--- src/rtl/sparc_win_pkg.sv ---
// Shared definitions for the register-window spill/fill unit: FSM states,
// frame geometry and the windowed register-file index mapping.
package sparc_win_pkg;

    typedef enum logic [2:0] {
        ST_IDLE    = 3'd0,
        ST_DECIDE  = 3'd1,
        ST_SP_RD   = 3'd2,
        ST_SP_WAIT = 3'd3,
        ST_FL_REQ  = 3'd4,
        ST_FL_WAIT = 3'd5,
        ST_COMMIT  = 3'd6
    } win_state_t;

    localparam int FRAME_WORDS = 16;
    localparam int FRAME_BYTES = 64;
    localparam int WORD_BYTES  = 4;
    localparam int N_GLOBALS   = 8;
    localparam int REG_OUT0    = 8;
    localparam int REG_LOCAL0  = 16;
    localparam int REG_IN0     = 24;
    localparam int RF_ADDR_W   = 7;

    // Physical index of architectural register r (0..31) in window w.
    // Outs and locals of w sit in block w; the ins of w alias the outs of w+1.
    function automatic logic [RF_ADDR_W-1:0] win_phys_idx(input int w, input int r, input int nwin);
        int idx;
        int nxt;
        nxt = (w + 1 >= nwin) ? 0 : w + 1;
        if (r < REG_OUT0)
            idx = r;
        else if (r < REG_IN0)
            idx = N_GLOBALS + FRAME_WORDS * w + (r - REG_OUT0);
        else
            idx = N_GLOBALS + FRAME_WORDS * nxt + (r - REG_IN0);
        return RF_ADDR_W'(idx);
    endfunction

endpackage

--- src/rtl/win_mod_arith.sv ---
// Modulo-NWINDOWS neighbours of the current window pointer and their one-hot masks.
module win_mod_arith #(
    parameter int NWINDOWS = 4,
    parameter int CWP_W    = 5
) (
    input  logic [CWP_W-1:0]    cwp,
    output logic [CWP_W-1:0]    cwp_dec1,
    output logic [CWP_W-1:0]    cwp_dec2,
    output logic [CWP_W-1:0]    cwp_inc1,
    output logic [CWP_W-1:0]    cwp_inc2,
    output logic [NWINDOWS-1:0] oh_dec1,
    output logic [NWINDOWS-1:0] oh_dec2,
    output logic [NWINDOWS-1:0] oh_inc1,
    output logic [NWINDOWS-1:0] oh_inc2
);

    int c, d1, d2, i1, i2;

    // Wrap arithmetic assumes cwp is already in 0..NWINDOWS-1.
    always_comb begin
        c  = int'(cwp);
        d1 = (c >= 1) ? c - 1 : c + NWINDOWS - 1;
        d2 = (c >= 2) ? c - 2 : c + NWINDOWS - 2;
        i1 = (c + 1 >= NWINDOWS) ? c + 1 - NWINDOWS : c + 1;
        i2 = (c + 2 >= NWINDOWS) ? c + 2 - NWINDOWS : c + 2;
    end

    assign cwp_dec1 = CWP_W'(d1);
    assign cwp_dec2 = CWP_W'(d2);
    assign cwp_inc1 = CWP_W'(i1);
    assign cwp_inc2 = CWP_W'(i2);

    assign oh_dec1 = NWINDOWS'(1) << cwp_dec1;
    assign oh_dec2 = NWINDOWS'(1) << cwp_dec2;
    assign oh_inc1 = NWINDOWS'(1) << cwp_inc1;
    assign oh_inc2 = NWINDOWS'(1) << cwp_inc2;

endmodule

--- src/rtl/window_spill_fill_unit.sv ---
// SAVE/RESTORE window manager: owns CWP/WIM, traps or self-services
// overflow/underflow by spilling/filling the 16-word victim frame via RAM.
//
// state      | meaning
// IDLE       | waiting for a request; fast SAVE/RESTORE and traps resolve here
// DECIDE     | victim/target frame latched, choose spill or fill
// SP_RD      | read register file, capture write data
// SP_WAIT    | RAM write outstanding until mem_mfc
// FL_REQ     | one-cycle gap before the next RAM read
// FL_WAIT    | RAM read outstanding; on mem_mfc write the register file
// COMMIT     | apply new cwp/wim, pulse done
module window_spill_fill_unit
    import sparc_win_pkg::*;
#(
    parameter int          NWINDOWS  = 4,
    parameter int          CWP_W     = 5,
    parameter logic [31:0] SAVE_BASE = 32'h180,
    parameter int          DATA_W    = 32
) (
    input  logic                 Clk,
    input  logic                 Reset_n,
    input  logic                 save_req,
    input  logic                 rest_req,
    input  logic                 auto_mode,
    input  logic                 wim_wr,
    input  logic [NWINDOWS-1:0]  wim_in,
    output logic [CWP_W-1:0]     cwp,
    output logic [NWINDOWS-1:0]  wim,
    output logic                 busy,
    output logic                 done,
    output logic                 ovf_trap,
    output logic                 unf_trap,
    output logic                 req_err,
    output logic [6:0]           rf_addr,
    input  logic [DATA_W-1:0]    rf_rdata,
    output logic                 rf_we,
    output logic [DATA_W-1:0]    rf_wdata,
    output logic                 mem_en,
    output logic                 mem_rw,
    output logic [DATA_W-1:0]    mem_addr,
    output logic [DATA_W-1:0]    mem_wdata,
    input  logic [DATA_W-1:0]    mem_rdata,
    input  logic                 mem_mfc
);

    win_state_t state, state_nxt;

    logic [CWP_W-1:0]    cwp_q, frame_q, new_cwp_q;
    logic [NWINDOWS-1:0] wim_q, new_wim_q;
    logic [3:0]          k_q;
    logic [DATA_W-1:0]   wdata_q;
    logic                is_spill_q;
    logic                done_q, ovf_q, unf_q, err_q;

    logic [CWP_W-1:0]    cwp_dec1, cwp_dec2, cwp_inc1, cwp_inc2;
    logic [NWINDOWS-1:0] oh_dec1, oh_dec2, oh_inc1, oh_inc2;

    win_mod_arith #(.NWINDOWS(NWINDOWS), .CWP_W(CWP_W)) u_arith (
        .cwp      (cwp_q),
        .cwp_dec1 (cwp_dec1),
        .cwp_dec2 (cwp_dec2),
        .cwp_inc1 (cwp_inc1),
        .cwp_inc2 (cwp_inc2),
        .oh_dec1  (oh_dec1),
        .oh_dec2  (oh_dec2),
        .oh_inc1  (oh_inc1),
        .oh_inc2  (oh_inc2)
    );

    // Request acceptance: only in IDLE, WRWIM beats requests, both requests is an error.
    logic idle, wim_take, req_take, err_take, ovf, unf;
    logic save_ok, rest_ok, trap_ovf, trap_unf, go_spill, go_fill, last_word, mfc_wait;

    assign idle      = (state == ST_IDLE);
    assign wim_take  = idle & wim_wr;
    assign req_take  = idle & ~wim_wr & (save_req ^ rest_req);
    assign err_take  = idle & ~wim_wr & save_req & rest_req;
    assign ovf       = |(wim_q & oh_dec1);
    assign unf       = |(wim_q & oh_inc1);
    assign save_ok   = req_take & save_req & ~ovf;
    assign rest_ok   = req_take & rest_req & ~unf;
    assign trap_ovf  = req_take & save_req & ovf & ~auto_mode;
    assign trap_unf  = req_take & rest_req & unf & ~auto_mode;
    assign go_spill  = req_take & save_req & ovf & auto_mode;
    assign go_fill   = req_take & rest_req & unf & auto_mode;
    assign last_word = (k_q == 4'(FRAME_WORDS - 1));
    assign mfc_wait  = mem_mfc & ((state == ST_SP_WAIT) | (state == ST_FL_WAIT));

    // State register; reset aborts any operation in flight.
    always_ff @(posedge Clk or negedge Reset_n) begin
        if (!Reset_n) state <= ST_IDLE;
        else          state <= state_nxt;
    end

    // Next-state logic.
    always_comb begin
        state_nxt = state;
        case (state)
            ST_IDLE:    if (go_spill || go_fill) state_nxt = ST_DECIDE;
            ST_DECIDE:  state_nxt = is_spill_q ? ST_SP_RD : ST_FL_REQ;
            ST_SP_RD:   state_nxt = ST_SP_WAIT;
            ST_SP_WAIT: if (mem_mfc) state_nxt = last_word ? ST_COMMIT : ST_SP_RD;
            ST_FL_REQ:  state_nxt = ST_FL_WAIT;
            ST_FL_WAIT: if (mem_mfc) state_nxt = last_word ? ST_COMMIT : ST_FL_REQ;
            ST_COMMIT:  state_nxt = ST_IDLE;
            default:    state_nxt = ST_IDLE;
        endcase
    end

    // Outputs decoded from state; mem_en falls with the async state reset.
    always_comb begin
        busy      = (state != ST_IDLE);
        done      = done_q | (state == ST_COMMIT);
        mem_en    = (state == ST_SP_WAIT) | (state == ST_FL_WAIT);
        mem_rw    = (state == ST_SP_WAIT);
        rf_we     = (state == ST_FL_WAIT) & mem_mfc;
        rf_wdata  = mem_rdata;
        rf_addr   = win_phys_idx(int'(frame_q), REG_LOCAL0 + int'(k_q), NWINDOWS);
        mem_addr  = DATA_W'(SAVE_BASE) + DATA_W'(FRAME_BYTES) * DATA_W'(frame_q)
                    + DATA_W'(WORD_BYTES) * DATA_W'(k_q);
        mem_wdata = wdata_q;
    end

    // Frame bookkeeping: victim/target frame, pending commit values, word index, spill data.
    always_ff @(posedge Clk or negedge Reset_n) begin
        if (!Reset_n) begin
            frame_q    <= '0;
            new_cwp_q  <= '0;
            new_wim_q  <= '0;
            is_spill_q <= 1'b0;
            k_q        <= '0;
            wdata_q    <= '0;
        end else begin
            if (go_spill) begin
                frame_q    <= cwp_dec2;
                new_cwp_q  <= cwp_dec1;
                new_wim_q  <= oh_dec2;
                is_spill_q <= 1'b1;
                k_q        <= '0;
            end else if (go_fill) begin
                frame_q    <= cwp_inc1;
                new_cwp_q  <= cwp_inc1;
                new_wim_q  <= oh_inc2;
                is_spill_q <= 1'b0;
                k_q        <= '0;
            end else if (mfc_wait) begin
                k_q <= k_q + 4'd1;
            end
            if (state == ST_SP_RD) wdata_q <= rf_rdata;
        end
    end

    // Architectural CWP/WIM: WRWIM, fast SAVE/RESTORE, or commit after spill/fill.
    always_ff @(posedge Clk or negedge Reset_n) begin
        if (!Reset_n) begin
            cwp_q <= CWP_W'(NWINDOWS - 1);
            wim_q <= NWINDOWS'(1);
        end else if (wim_take) begin
            wim_q <= wim_in;
        end else if (save_ok) begin
            cwp_q <= cwp_dec1;
        end else if (rest_ok) begin
            cwp_q <= cwp_inc1;
        end else if (state == ST_COMMIT) begin
            cwp_q <= new_cwp_q;
            wim_q <= new_wim_q;
        end
    end

    // One-cycle strobes for the paths that resolve straight from IDLE.
    always_ff @(posedge Clk or negedge Reset_n) begin
        if (!Reset_n) begin
            done_q <= 1'b0;
            ovf_q  <= 1'b0;
            unf_q  <= 1'b0;
            err_q  <= 1'b0;
        end else begin
            done_q <= save_ok | rest_ok | trap_ovf | trap_unf;
            ovf_q  <= trap_ovf;
            unf_q  <= trap_unf;
            err_q  <= err_take;
        end
    end

    assign cwp      = cwp_q;
    assign wim      = wim_q;
    assign ovf_trap = ovf_q;
    assign unf_trap = unf_q;
    assign req_err  = err_q;

endmodule

--- config.mk ---
export PLATFORM = sky130hd
export DESIGN_NAME = window_spill_fill_unit
export DESIGN_NICKNAME = d
export VERILOG_FILES = /design/src/rtl/sparc_win_pkg.sv /design/src/rtl/win_mod_arith.sv /design/src/rtl/window_spill_fill_unit.sv
export SDC_FILE = /design/constraint.sdc
export NUM_CORES = 1
export LEC_CHECK = 0
export ABC_AREA = 1
export CORE_ASPECT_RATIO = 0.6
export CORE_MARGIN = 3
export CORE_UTILIZATION = 34
export CTS_CLUSTER_DIAMETER = 120
export CTS_CLUSTER_SIZE = 40
export DETAILED_ROUTE_END_ITERATION = 7
export PLACE_DENSITY = 0.66
export SKIP_CTS_REPAIR_TIMING = 1
export SLEW_MARGIN = 20
export SYNTH_ARGS = -nofsm -noshare
export SYNTH_HDL_FRONTEND = slang
export SYNTH_HIERARCHICAL = 1
export SYNTH_SLANG_ARGS = --single-unit
export TNS_END_PERCENT = 20
--- constraint.sdc ---
create_clock -name Clk -period 3.38 [get_ports Clk]
set_input_delay 1.014 -clock Clk [delete_from_list [all_inputs] [get_ports Clk]]
set_output_delay 1.014 -clock Clk [all_outputs]
set_load 0.005 [all_outputs]
==> impl_results.md <==
* Result of the run: finished clean
* Number of nets with antenna violations after detailed routing at 0
* Final worst path period need at 3233 ps
* Clk pin slew, worst setup/hold paths at roughly 50 ps
* # IOs at 195
* Worst clock skew at 6.811 ps
* Worst-case vdd ir drop at 484.5 uV
* Gr usage total at between 15 and 20%
* Number of inserted filler cells in the final layout at between 1000 and 1500
* NetSw at 2492 uW
* Net count of the finished layout at about 800
* Critical Path Slowest Stage Cell: sky130_fd_sc_hd__clkdlybuf4s50_1
* Clock group share of total power at between 10% and 20%
* R2R Path End: cwp[4]$_DFFE_PN0P_
* Footprint of the multi-input gates at 2400 um^2
* Worst-case clock buffer depth at 2
* Net switching fraction of the power at 42.84%
* Floorplan die area at 15650 um^2
* Power density normalized to cell area at approximately 950 nW/um^2
* CP Max Fanout at 4
* Count of yosys warnings during synthesis at 6
* Sink of the worst hold path: new_cwp_q[0]$_DFFE_PN0P_
* Leak pwr at roughly 0.003 uW
* Sequential fraction of design power at about a quarter
* Min-delay worst type: flip-flop to flip-flop
* Via count of the first global-routing pass at about 4000
* Number of DRC violations after detailed-routing iteration 0 at 254
* Worst Setup Path Type: primary input to primary output
* Number of standard-cell rows in the floorplan at 32
* HPWL after detailed placement at ~9600 um
* H-tree depth at 3
* Setup-failing EPs final at 0
* CTS Root Buffer Type: sky130_fd_sc_hd__clkbuf_16
* Number of sinks driven by the clock tree at 67
* Count of antenna diodes in the layout at 0
* Core Area at around 13000 um^2
* Clock tree from TritonCTS: built
* Detail-routed via count per cell at 4.568
* Critical path depth at 4
* RSZ-0062 raised after global routing: true
* Maximum number of pins on one net before global-route repair at 68
* Total internal power at 3325 uW
* Synthesis-to-layout area growth at 27.93%
* Data required time at the worst endpoint at about 2400 ps
* Length of the first detailed-routing pass in iterations at 4
* Die height at a little under 100 um
* Final Hold Fails at 0
* First-pass GRT wire length at between 20000 and 25000 um
* GR Overflow Total at 0
* CP Buf/Inv Count at 3
* Final standard cell utilization of the core at a little under half
* R2R setup slack at between 150 and 200 ps
* Cells on worst reg2reg path at 20
* Antenna violations before repair at 0
* Worst setup slack after layout at roughly 150 ps
* Startpoint of the most critical hold path: new_cwp_q[0]$_DFFE_PN0P_
* Worst path most repeated cell: sky130_fd_sc_hd__clkdlybuf4s50_1
* Average instance area after synthesis at slightly below 8 um^2
* Slew Limit Fails at 0
* Arr. time, crit path at 2220 ps
* Synthesized instance count at 612
* Area taken by flip-flops and latches at between 1500 and 2000 um^2
* Die X-Extent at between 150 and 200 um
* Post-placement cell area at 5772 um^2
* Effective utilization at floorplan at between 30% and 40%
* Share of final-layout standard cells stronger than drive strength 1 at between 15 and 20%
* Maximum capacitance violations at 0
* CP Capture Type: primary output
* TritonCTS Buffers at 9
* Count of input and output buffers at around 110
* Total number of vias at between 4000 and 5000
* Share of the clock period used by the worst path at between 90% and 100%
* Final weighted congestion in routability-driven placement at 0.9404
* Hold Path Depth at 2
* Part of the total power dissipated in combinational logic at ~59%
* Average wire per cell in the routed design at roughly 14 um
* Max Fclk at a little over 300 MHz
* Crit path launch type: primary input
* Delay of the slowest critical-path stage at around 500 ps
* DRC violations left at 0
* Worst skew pair latency at around 330 ps
* Remaining max-slew budget at the tightest pin at between 60% and 70%
* Largest delay contributor family on the critical path: buffers and inverters
* Mapped cell area at 4807 um^2
* Post-Place Setup Slack at 143.1 ps
* Post-route standard cell area excluding fillers at between 6000 and 7000 um^2
* Overall power of the completed layout at 5817 uW
* Total Routed Length at between 10000 and 15000 um
* Slew at the pin with the worst max-slew slack at around 500 ps
* Cell-by-cell trace of the critical path: clkdlybuf4s50_1 > inv_1 > nor2_1 > clkdlybuf4s50_1
* Launch instance of the worst register-to-register path: cwp[1]$_DFFE_PN1P_
==> how the worst max path moves through the flow <==
stage                               endpoint          startpoint
final                                  rf_we             mem_mfc
after global routing      cwp[4]$_DFFE_PN0P_  cwp[1]$_DFFE_PN1P_
after CTS                              rf_we             mem_mfc
after detailed placement               rf_we             mem_mfc
after global placement                 rf_we             mem_mfc
after floorplan           cwp[2]$_DFFE_PN0P_  cwp[0]$_DFFE_PN1P_
==> sequential cells by signal (all words and copies together), names as in the netlist, 3 cells and up <==
signal and count:
cwp 5, frame_q 5, k_q 4, mem_wdata 32
new_cwp_q 5, new_wim_q 4, state 3, wim 4
==> worst min-delay path: cells and delay by family (launching register included) <==
family        cells  cell delay, ps
flops             1             340
simple gates      2             110
==> layout make-up <==
cell class,instances,share of cell area [%]
multi-input combinational,420,39.02
sequential,67,27.34
timing repair buffer,132,20.69
inverter,70,4.435
clock buffer,11,4.110
tap,187,3.805
clock inverter,5,0.5900
==> per-stage QoR <==
step	cells	hold slack (ps)	TNS, ps
6_report	892	476.8	0
5_1_grt	892	511.1	-144.8
4_1_cts	885	480.9	0
3_5_place_dp	869	468.4	0
3_3_place_gp	869	469.1	0
2_1_floorplan	633	448.8	0
==> power groups by stage <==
stage,logic (uW),registers [uW],clock network (uW)
floorplan,2110,1430,0
global placement,3290,1470,0
detailed placement,3370,1490,0
CTS,3380,1490,907
global route,3860,1530,951
finish,3460,1480,884
==> layout by cell type, fill, tap and decap left out, drive strengths merged <==
| cell type | n |
|---|---|
| dfstp | 3 |
| a31oi | 6 |
| clkbuf | 11 |
| conb | 22 |
| nand2 | 192 |
| clkinvlp | 4 |
| ha | 23 |
| xor2 | 6 |
| buf | 25 |
| clkinv | 2 |
| or2 | 1 |
| nand3b | 1 |
| mux2 | 32 |
| o21ai | 7 |
| nor3 | 5 |
| inv | 69 |
| dfrtp | 64 |
| nand4 | 23 |
| a21oi | 3 |
| nor2 | 45 |
| o211ai | 2 |
| xnor2 | 4 |
| clkdlybuf4s50 | 107 |
| nand3 | 48 |
==> metal layers <==
layer	GRT usage [%]	wire, um	part of all wire [%]	vias to the layer above
li1	-	-	-	2027
met1	21.94	5962	49	1890
met2	22.60	5075	42	144
met3	5.892	1077	8.8	14
met4	3.564	108	0.88	0
met5	0	0	0	-
Power figures use the tool's default switching activity.
